--- config.mk ---
export PLATFORM = sky130hd
export DESIGN_NAME = alu_share_arbiter_flat
export DESIGN_NICKNAME = d
export VERILOG_FILES = /design/src/rtl/alu_share_arbiter_if.sv /design/src/rtl/alu_share_arbiter.sv /design/src/flat_wrapper.sv
export SDC_FILE = /design/constraint.sdc
export NUM_CORES = 1
export LEC_CHECK = 0
export ABC_AREA = 1
export CORE_ASPECT_RATIO = 0.8
export CORE_MARGIN = 2
export CORE_UTILIZATION = 30
export DETAILED_ROUTE_END_ITERATION = 16
export SLEW_MARGIN = 20
export SYNTH_ARGS = -nofsm -noshare
export SYNTH_HDL_FRONTEND = slang
export SYNTH_SLANG_ARGS = --single-unit
export TNS_END_PERCENT = 1
--- constraint.sdc ---
create_clock -name clk -period 2.9 [get_ports clk]
set_input_delay 0.29 -clock clk [delete_from_list [all_inputs] [get_ports clk]]
set_output_delay 0.29 -clock clk [all_outputs]
set_load 0.01 [all_outputs]
--- src/rtl/alu_share_arbiter_if.sv ---
// Request/response/ALU bundle shared between the ALU arbiter and its requesters.
// slave = arbiter side; master = requesters plus the combinational ALU.
interface alu_share_arbiter_if #(
  parameter int RESULT_W = 32
);
  logic                req0_valid;
  logic                req0_ready;
  logic [3:0]          req0_ctl;
  logic [RESULT_W-1:0] req0_a;
  logic [RESULT_W-1:0] req0_b;
  logic                req1_valid;
  logic                req1_ready;
  logic [3:0]          req1_ctl;
  logic [RESULT_W-1:0] req1_a;
  logic [RESULT_W-1:0] req1_b;
  logic                resp0_valid;
  logic                resp0_ready;
  logic                resp1_valid;
  logic                resp1_ready;
  logic [RESULT_W-1:0] resp_result;
  logic                resp_zero;
  logic [3:0]          alu_ctl;
  logic [RESULT_W-1:0] alu_a;
  logic [RESULT_W-1:0] alu_b;
  logic [RESULT_W-1:0] alu_result;
  logic                alu_zero;
  logic                busy;

  modport slave (
    input  req0_valid, req0_ctl, req0_a, req0_b,
    input  req1_valid, req1_ctl, req1_a, req1_b,
    input  resp0_ready, resp1_ready, alu_result, alu_zero,
    output req0_ready, req1_ready, resp0_valid, resp1_valid,
    output resp_result, resp_zero, alu_ctl, alu_a, alu_b, busy
  );

  modport master (
    output req0_valid, req0_ctl, req0_a, req0_b,
    output req1_valid, req1_ctl, req1_a, req1_b,
    output resp0_ready, resp1_ready, alu_result, alu_zero,
    input  req0_ready, req1_ready, resp0_valid, resp1_valid,
    input  resp_result, resp_zero, alu_ctl, alu_a, alu_b, busy
  );
endinterface

--- src/rtl/alu_share_arbiter.sv ---
// Round-robin sharing of one combinational ALU between two requesters.
// Optional per-requester accept counters when ALU_ARB_PERF_CNT_EN is defined.
module alu_share_arbiter #(
  parameter int ALU_LAT  = 1,
  parameter int RESULT_W = 32
) (
  input  logic               clk,
  input  logic               rst_n,
  alu_share_arbiter_if.slave bus
`ifdef ALU_ARB_PERF_CNT_EN
  ,
  output logic [15:0]        grant_cnt0,
  output logic [15:0]        grant_cnt1
`endif
);

  if (ALU_LAT < 1 || ALU_LAT > 15) begin : g_bad_lat
    $error("alu_share_arbiter: ALU_LAT=%0d outside 1..15", ALU_LAT);
  end

  typedef enum logic [1:0] {IDLE, EXEC, RESP} state_t;

  state_t              state_q, state_d;
  logic                rr_ptr_q;
  logic                owner_q;
  logic [3:0]          cnt_q;
  logic [3:0]          alu_ctl_q;
  logic [RESULT_W-1:0] alu_a_q, alu_b_q;
  logic [RESULT_W-1:0] result_q;
  logic                zero_q;
  logic                resp0_vld_q, resp1_vld_q;

  logic grant0, grant1, any_valid, accept, own_resp_ready;

  // Tie goes to the pointer, which always names the requester not served last.
  assign grant0    = bus.req0_valid & (~bus.req1_valid | ~rr_ptr_q);
  assign grant1    = bus.req1_valid & (~bus.req0_valid |  rr_ptr_q);
  assign any_valid = bus.req0_valid | bus.req1_valid;
  assign accept    = (state_q == IDLE) & any_valid;
  assign own_resp_ready = owner_q ? bus.resp1_ready : bus.resp0_ready;

  assign bus.req0_ready  = (state_q == IDLE) & grant0;
  assign bus.req1_ready  = (state_q == IDLE) & grant1;
  assign bus.resp0_valid = resp0_vld_q;
  assign bus.resp1_valid = resp1_vld_q;
  assign bus.resp_result = result_q;
  assign bus.resp_zero   = zero_q;
  assign bus.alu_ctl     = alu_ctl_q;
  assign bus.alu_a       = alu_a_q;
  assign bus.alu_b       = alu_b_q;
  assign bus.busy        = (state_q != IDLE);

  always_ff @(posedge clk or negedge rst_n) begin
    if (!rst_n) state_q <= IDLE;
    else        state_q <= state_d;
  end

  always_comb begin
    state_d = state_q;
    case (state_q)
      IDLE:    if (any_valid)       state_d = EXEC;
      EXEC:    if (cnt_q == 4'd0)   state_d = RESP;
      RESP:    if (own_resp_ready)  state_d = IDLE;
      default:                      state_d = IDLE;
    endcase
  end

  // ALU drive registers only load on accept, so the ALU sits quiet between ops.
  always_ff @(posedge clk or negedge rst_n) begin
    if (!rst_n) begin
      rr_ptr_q    <= 1'b0;
      owner_q     <= 1'b0;
      cnt_q       <= 4'd0;
      alu_ctl_q   <= '0;
      alu_a_q     <= '0;
      alu_b_q     <= '0;
      result_q    <= '0;
      zero_q      <= 1'b0;
      resp0_vld_q <= 1'b0;
      resp1_vld_q <= 1'b0;
    end else begin
      case (state_q)
        IDLE: if (accept) begin
          alu_ctl_q <= grant1 ? bus.req1_ctl : bus.req0_ctl;
          alu_a_q   <= grant1 ? bus.req1_a   : bus.req0_a;
          alu_b_q   <= grant1 ? bus.req1_b   : bus.req0_b;
          owner_q   <= grant1;
          cnt_q     <= 4'(ALU_LAT - 1);
        end
        EXEC: if (cnt_q == 4'd0) begin
          result_q    <= bus.alu_result;
          zero_q      <= bus.alu_zero;
          resp0_vld_q <= ~owner_q;
          resp1_vld_q <=  owner_q;
        end else begin
          cnt_q <= cnt_q - 4'd1;
        end
        RESP: if (own_resp_ready) begin
          resp0_vld_q <= 1'b0;
          resp1_vld_q <= 1'b0;
          rr_ptr_q    <= ~owner_q;
        end
        default: ;
      endcase
    end
  end

`ifdef ALU_ARB_PERF_CNT_EN
  always_ff @(posedge clk or negedge rst_n) begin
    if (!rst_n) begin
      grant_cnt0 <= 16'd0;
      grant_cnt1 <= 16'd0;
    end else begin
      if (accept && !grant1 && grant_cnt0 != 16'hFFFF) grant_cnt0 <= grant_cnt0 + 16'd1;
      if (accept &&  grant1 && grant_cnt1 != 16'hFFFF) grant_cnt1 <= grant_cnt1 + 16'd1;
    end
  end
`endif

endmodule
--- src/flat_wrapper.sv ---
// flat-port wrapper written by rule: the top's interface ports become plain ports
module alu_share_arbiter_flat 
#(
  parameter int ALU_LAT  = 1,
  parameter int RESULT_W = 32
)
  (clk, rst_n, bus_req0_valid, bus_req0_ctl, bus_req0_a, bus_req0_b, bus_req1_valid, bus_req1_ctl, bus_req1_a, bus_req1_b, bus_resp0_ready, bus_resp1_ready, bus_alu_result, bus_alu_zero, bus_req0_ready, bus_req1_ready, bus_resp0_valid, bus_resp1_valid, bus_resp_result, bus_resp_zero, bus_alu_ctl, bus_alu_a, bus_alu_b, bus_busy);
  alu_share_arbiter_if #(.RESULT_W(RESULT_W)) bus_i ();
  input  logic clk;
  input  logic rst_n;
  input wire logic [$bits(bus_i.req0_valid)-1:0] bus_req0_valid;
  input wire logic [$bits(bus_i.req0_ctl)-1:0] bus_req0_ctl;
  input wire logic [$bits(bus_i.req0_a)-1:0] bus_req0_a;
  input wire logic [$bits(bus_i.req0_b)-1:0] bus_req0_b;
  input wire logic [$bits(bus_i.req1_valid)-1:0] bus_req1_valid;
  input wire logic [$bits(bus_i.req1_ctl)-1:0] bus_req1_ctl;
  input wire logic [$bits(bus_i.req1_a)-1:0] bus_req1_a;
  input wire logic [$bits(bus_i.req1_b)-1:0] bus_req1_b;
  input wire logic [$bits(bus_i.resp0_ready)-1:0] bus_resp0_ready;
  input wire logic [$bits(bus_i.resp1_ready)-1:0] bus_resp1_ready;
  input wire logic [$bits(bus_i.alu_result)-1:0] bus_alu_result;
  input wire logic [$bits(bus_i.alu_zero)-1:0] bus_alu_zero;
  output wire logic [$bits(bus_i.req0_ready)-1:0] bus_req0_ready;
  output wire logic [$bits(bus_i.req1_ready)-1:0] bus_req1_ready;
  output wire logic [$bits(bus_i.resp0_valid)-1:0] bus_resp0_valid;
  output wire logic [$bits(bus_i.resp1_valid)-1:0] bus_resp1_valid;
  output wire logic [$bits(bus_i.resp_result)-1:0] bus_resp_result;
  output wire logic [$bits(bus_i.resp_zero)-1:0] bus_resp_zero;
  output wire logic [$bits(bus_i.alu_ctl)-1:0] bus_alu_ctl;
  output wire logic [$bits(bus_i.alu_a)-1:0] bus_alu_a;
  output wire logic [$bits(bus_i.alu_b)-1:0] bus_alu_b;
  output wire logic [$bits(bus_i.busy)-1:0] bus_busy;
  assign bus_i.req0_valid = bus_req0_valid;
  assign bus_i.req0_ctl = bus_req0_ctl;
  assign bus_i.req0_a = bus_req0_a;
  assign bus_i.req0_b = bus_req0_b;
  assign bus_i.req1_valid = bus_req1_valid;
  assign bus_i.req1_ctl = bus_req1_ctl;
  assign bus_i.req1_a = bus_req1_a;
  assign bus_i.req1_b = bus_req1_b;
  assign bus_i.resp0_ready = bus_resp0_ready;
  assign bus_i.resp1_ready = bus_resp1_ready;
  assign bus_i.alu_result = bus_alu_result;
  assign bus_i.alu_zero = bus_alu_zero;
  assign bus_req0_ready = bus_i.req0_ready;
  assign bus_req1_ready = bus_i.req1_ready;
  assign bus_resp0_valid = bus_i.resp0_valid;
  assign bus_resp1_valid = bus_i.resp1_valid;
  assign bus_resp_result = bus_i.resp_result;
  assign bus_resp_zero = bus_i.resp_zero;
  assign bus_alu_ctl = bus_i.alu_ctl;
  assign bus_alu_a = bus_i.alu_a;
  assign bus_alu_b = bus_i.alu_b;
  assign bus_busy = bus_i.busy;
  alu_share_arbiter #(.ALU_LAT(ALU_LAT), .RESULT_W(RESULT_W)) u_core (.clk(clk), .rst_n(rst_n), .bus(bus_i));
endmodule
==> results.md <==
* Postcts setup bufs at 0
* Multi-input gate area at ~2000 sq um
* Non-Filler Instances at between 1,000 and 1,500
* Routed WL at roughly 17,000 microns
* Synthesis-to-layout area growth at 63.9%
* Detailed router's first-iteration violation count at between 150 and 200
* Total gr overflow at 0
* Die height at 122 microns
* DRC violations left at 0
* GPL Wtd Cong at approximately 0.77
* DR vias at between 5,000 and 6,000
* Row Count at 42
* Worst Path Required at around 2600 ps
* Seq cells post-synth at between 100 and 150
* PwrDens at 945 nW/um^2
* Arr. time, crit path at 1960 ps
* Clock Tree Buf Depth at 2
* Relative slew slack at between 50% and 60%
* First-pass GRT wire length at 25,500 microns
* Period utilization at a little under 80%
* Crit-path max FO at 4
* CTS buffer count at 9
* GRT Overall Usage at 17.9%
* Die X at around 150 microns
* Largest net degree at the start of global routing at 133
* Final hold vios at 0
* Die ar. at around 18,000 sq um
* Gate Count Post-Synth at ~710
* Yosys top cell by area: dfrtp_1
* Initial Utilization at 31.0%
* Setup TNS after final layout at 0 ps
* Fmax at roughly 440 MHz
* Sequential fraction of the synthesis area at between 50% and 60%
* Port buffer count at between 200 and 300
* Core area at around 17,000 sq um
* Nets@finish at between 1,000 and 1,500
* Slowest cell delay on critical path at approximately 620 ps
* CTS root buf: clkbuf_16
* Clock skew at 6.02 ps
* Post-Syn Area at roughly 5200 sq um
* Worst vdd ir at about 0.00042 V
* CTS tree: built
* Post-route ant nets at 0
* Top cells by area, synth: dfrtp_1, nand2_1, inv_1
* Max-Cap Viols at 0
* Min Clock Period, post-route at around 2200 ps
* CTS sink cnt at 111
* Dpl cells at ~1,200
* Vias in the first global route at 5,000
* Syn_area_per_cell at between 7 and 8 sq um
* I/O pin count at around 280
* DRT Pass-1 Iters at 4
* Critical Setup Path Class: reg2out
* CTS H-Tree Depth at 3
* Crit path max-delay cell type: clkdlybuf4s50_1
* Max-slew violations at 0
* Clk_lat worst skew at ~350 ps
* Distinct cells, synth at 20
* Critical Path Start Type: flop
* Unrepaired setup endpoints after global routing: false
* Mapped Nets at slightly below 900
* Diodes inserted at 0
* DR vias/cell at about 4.3
* Setup violators final at 0
* HPWL reported at the end of detailed placement at between 10,000 and 15,000 microns
* Leakage dissipation at roughly 4.1 nW
* Most common cell after layout, fill and taps aside: nand2_1
* Yosys warnings at 0
* CP endpoint kind: output pin
* CP Cell Sequence: nor2_1 -> inv_1 -> a21oi_1 -> clkdlybuf4s50_1
* Share of cells above drive strength 1 at 2.77%
* Status: finished clean
* Transition time of the tightest slew-check pin at approximately 700 ps
* FILL cells at roughly 1,600
* R2r setup slk at around 1100 ps
* Post-CTS sizing at 0
* Initial antenna violation count at 0
* Register clock-pin slew on the reported worst setup and hold paths at ~80 ps
* Wire per inst at roughly 14 microns
* Most frequent cells in the layout: nand2_1, clkdlybuf4s50_1, dfrtp_1, inv_1, nor2_1
* Worst hold path type: in2async
* Area share of the largest cell type after synthesis at about 54%
* Register Area at around 2800 sq um
[worst max-delay path, delay by kind of cell (launching register included)]
| family | cells | cell delay, ps |
|---|---|---|
| and+or+nand+nor | 1 | 250 |
| buffers and inverters | 2 | 740 |
| DFF | 1 | 400 |
| AOI/OAI and AO/OA | 1 | 220 |
[stage by stage]
stage / worst slack, ps / cell area [sq um] / hold slack, ps / total power (W) / utilization (%)
floorplan: 1580 / 5190 / -5.59 / 0.00464 / -
global placement: 692 / 8220 / 239 / 0.00691 / 49.2
detailed placement: 679 / 8220 / 237 / 0.00694 / 49.2
CTS: 577 / 8500 / 397 / 0.00818 / 50.9
global route: 502 / 8500 / 420 / 0.00871 / 50.9
finish: 652 / 8500 / 399 / 0.00803 / 50.9
[power breakdown]
part           switching, W  internal, W
Sequential         0.000418      0.00232
Clock              0.000598     0.000586
Combinational       0.00203      0.00208
Total               0.00304      0.00499
[what timing repair did]
item / in CTS / in global routing
setup endpoints to repair: 0 / 0
hold buffers: 1 / 0
hold endpoints to repair: 25 / 0
[worst paths after layout]
path,endpoint,cells past startpoint,start
max reg2reg,u_core.bus.resp_result[0],7,u_core.cnt_q[0]
min reg2reg,u_core.bus.resp_result[9],2,u_core.bus.resp_result[9]
max,bus_req1_ready,4,u_core.state_q[0]
min in group clk,u_core.bus.resp_result[23],3,bus_alu_result[23]
max in group asynchronous,u_core.bus.alu_a[25],3,rst_n
min,u_core.bus.resp_result[7],2,rst_n
[state kept, by name, indices dropped and copies added (netlist names)]
name                    flops
u_core.bus.alu_a           32
u_core.bus.alu_b           32
u_core.bus.alu_ctl          4
u_core.bus.resp0_valid      1
u_core.bus.resp1_valid      1
u_core.bus.resp_result     32
u_core.bus.resp_zero        1
u_core.cnt_q                4
u_core.owner_q              1
u_core.rr_ptr_q             1
u_core.state_q              2
[synthesized netlist by cell type, drive strengths merged]
library cell  instances
a21oi                 1
buf                  21
clkbuf               14
dfrtp               111
ha                    2
inv                  80
nand2               321
nand3                 4
nor2                 73
o21ai                74
o21bai                1
o22ai                 2
o31ai                 1
xnor2                 1
[layout make-up]
type / instances / share of cell area (%)
inverter: 80 / 3.53
clock inverter: 6 / 0.544
tap: 220 / 3.24
multi-input combinational: 480 / 23.0
timing repair buffer: 289 / 34.3
clock buffer: 9 / 2.65
sequential: 111 / 32.7
[metal layers]
layer	vias to the layer above	wire [microns]	global-route usage, %
li1	2635	-	-
met3	12	1950	8.88
met1	2266	6890	20.8
met2	184	7600	29.9
met5	-	0	0
met4	0	193	4.03
[cell families after synthesis]
| logic type | count (synthesis) | share of synthesized area [%] |
|---|---|---|
| XOR/XNOR | 1 | 0.169 |
| flip-flops | 111 | 53.5 |
| AO/OA/AOI/OAI | 79 | 8.05 |
| AND/OR/NAND/NOR | 398 | 28.9 |
| buffers and inverters | 115 | 8.87 |
| adder cells (fa/ha/maj) | 2 | 0.482 |
(Power assumes the default switching activity.)
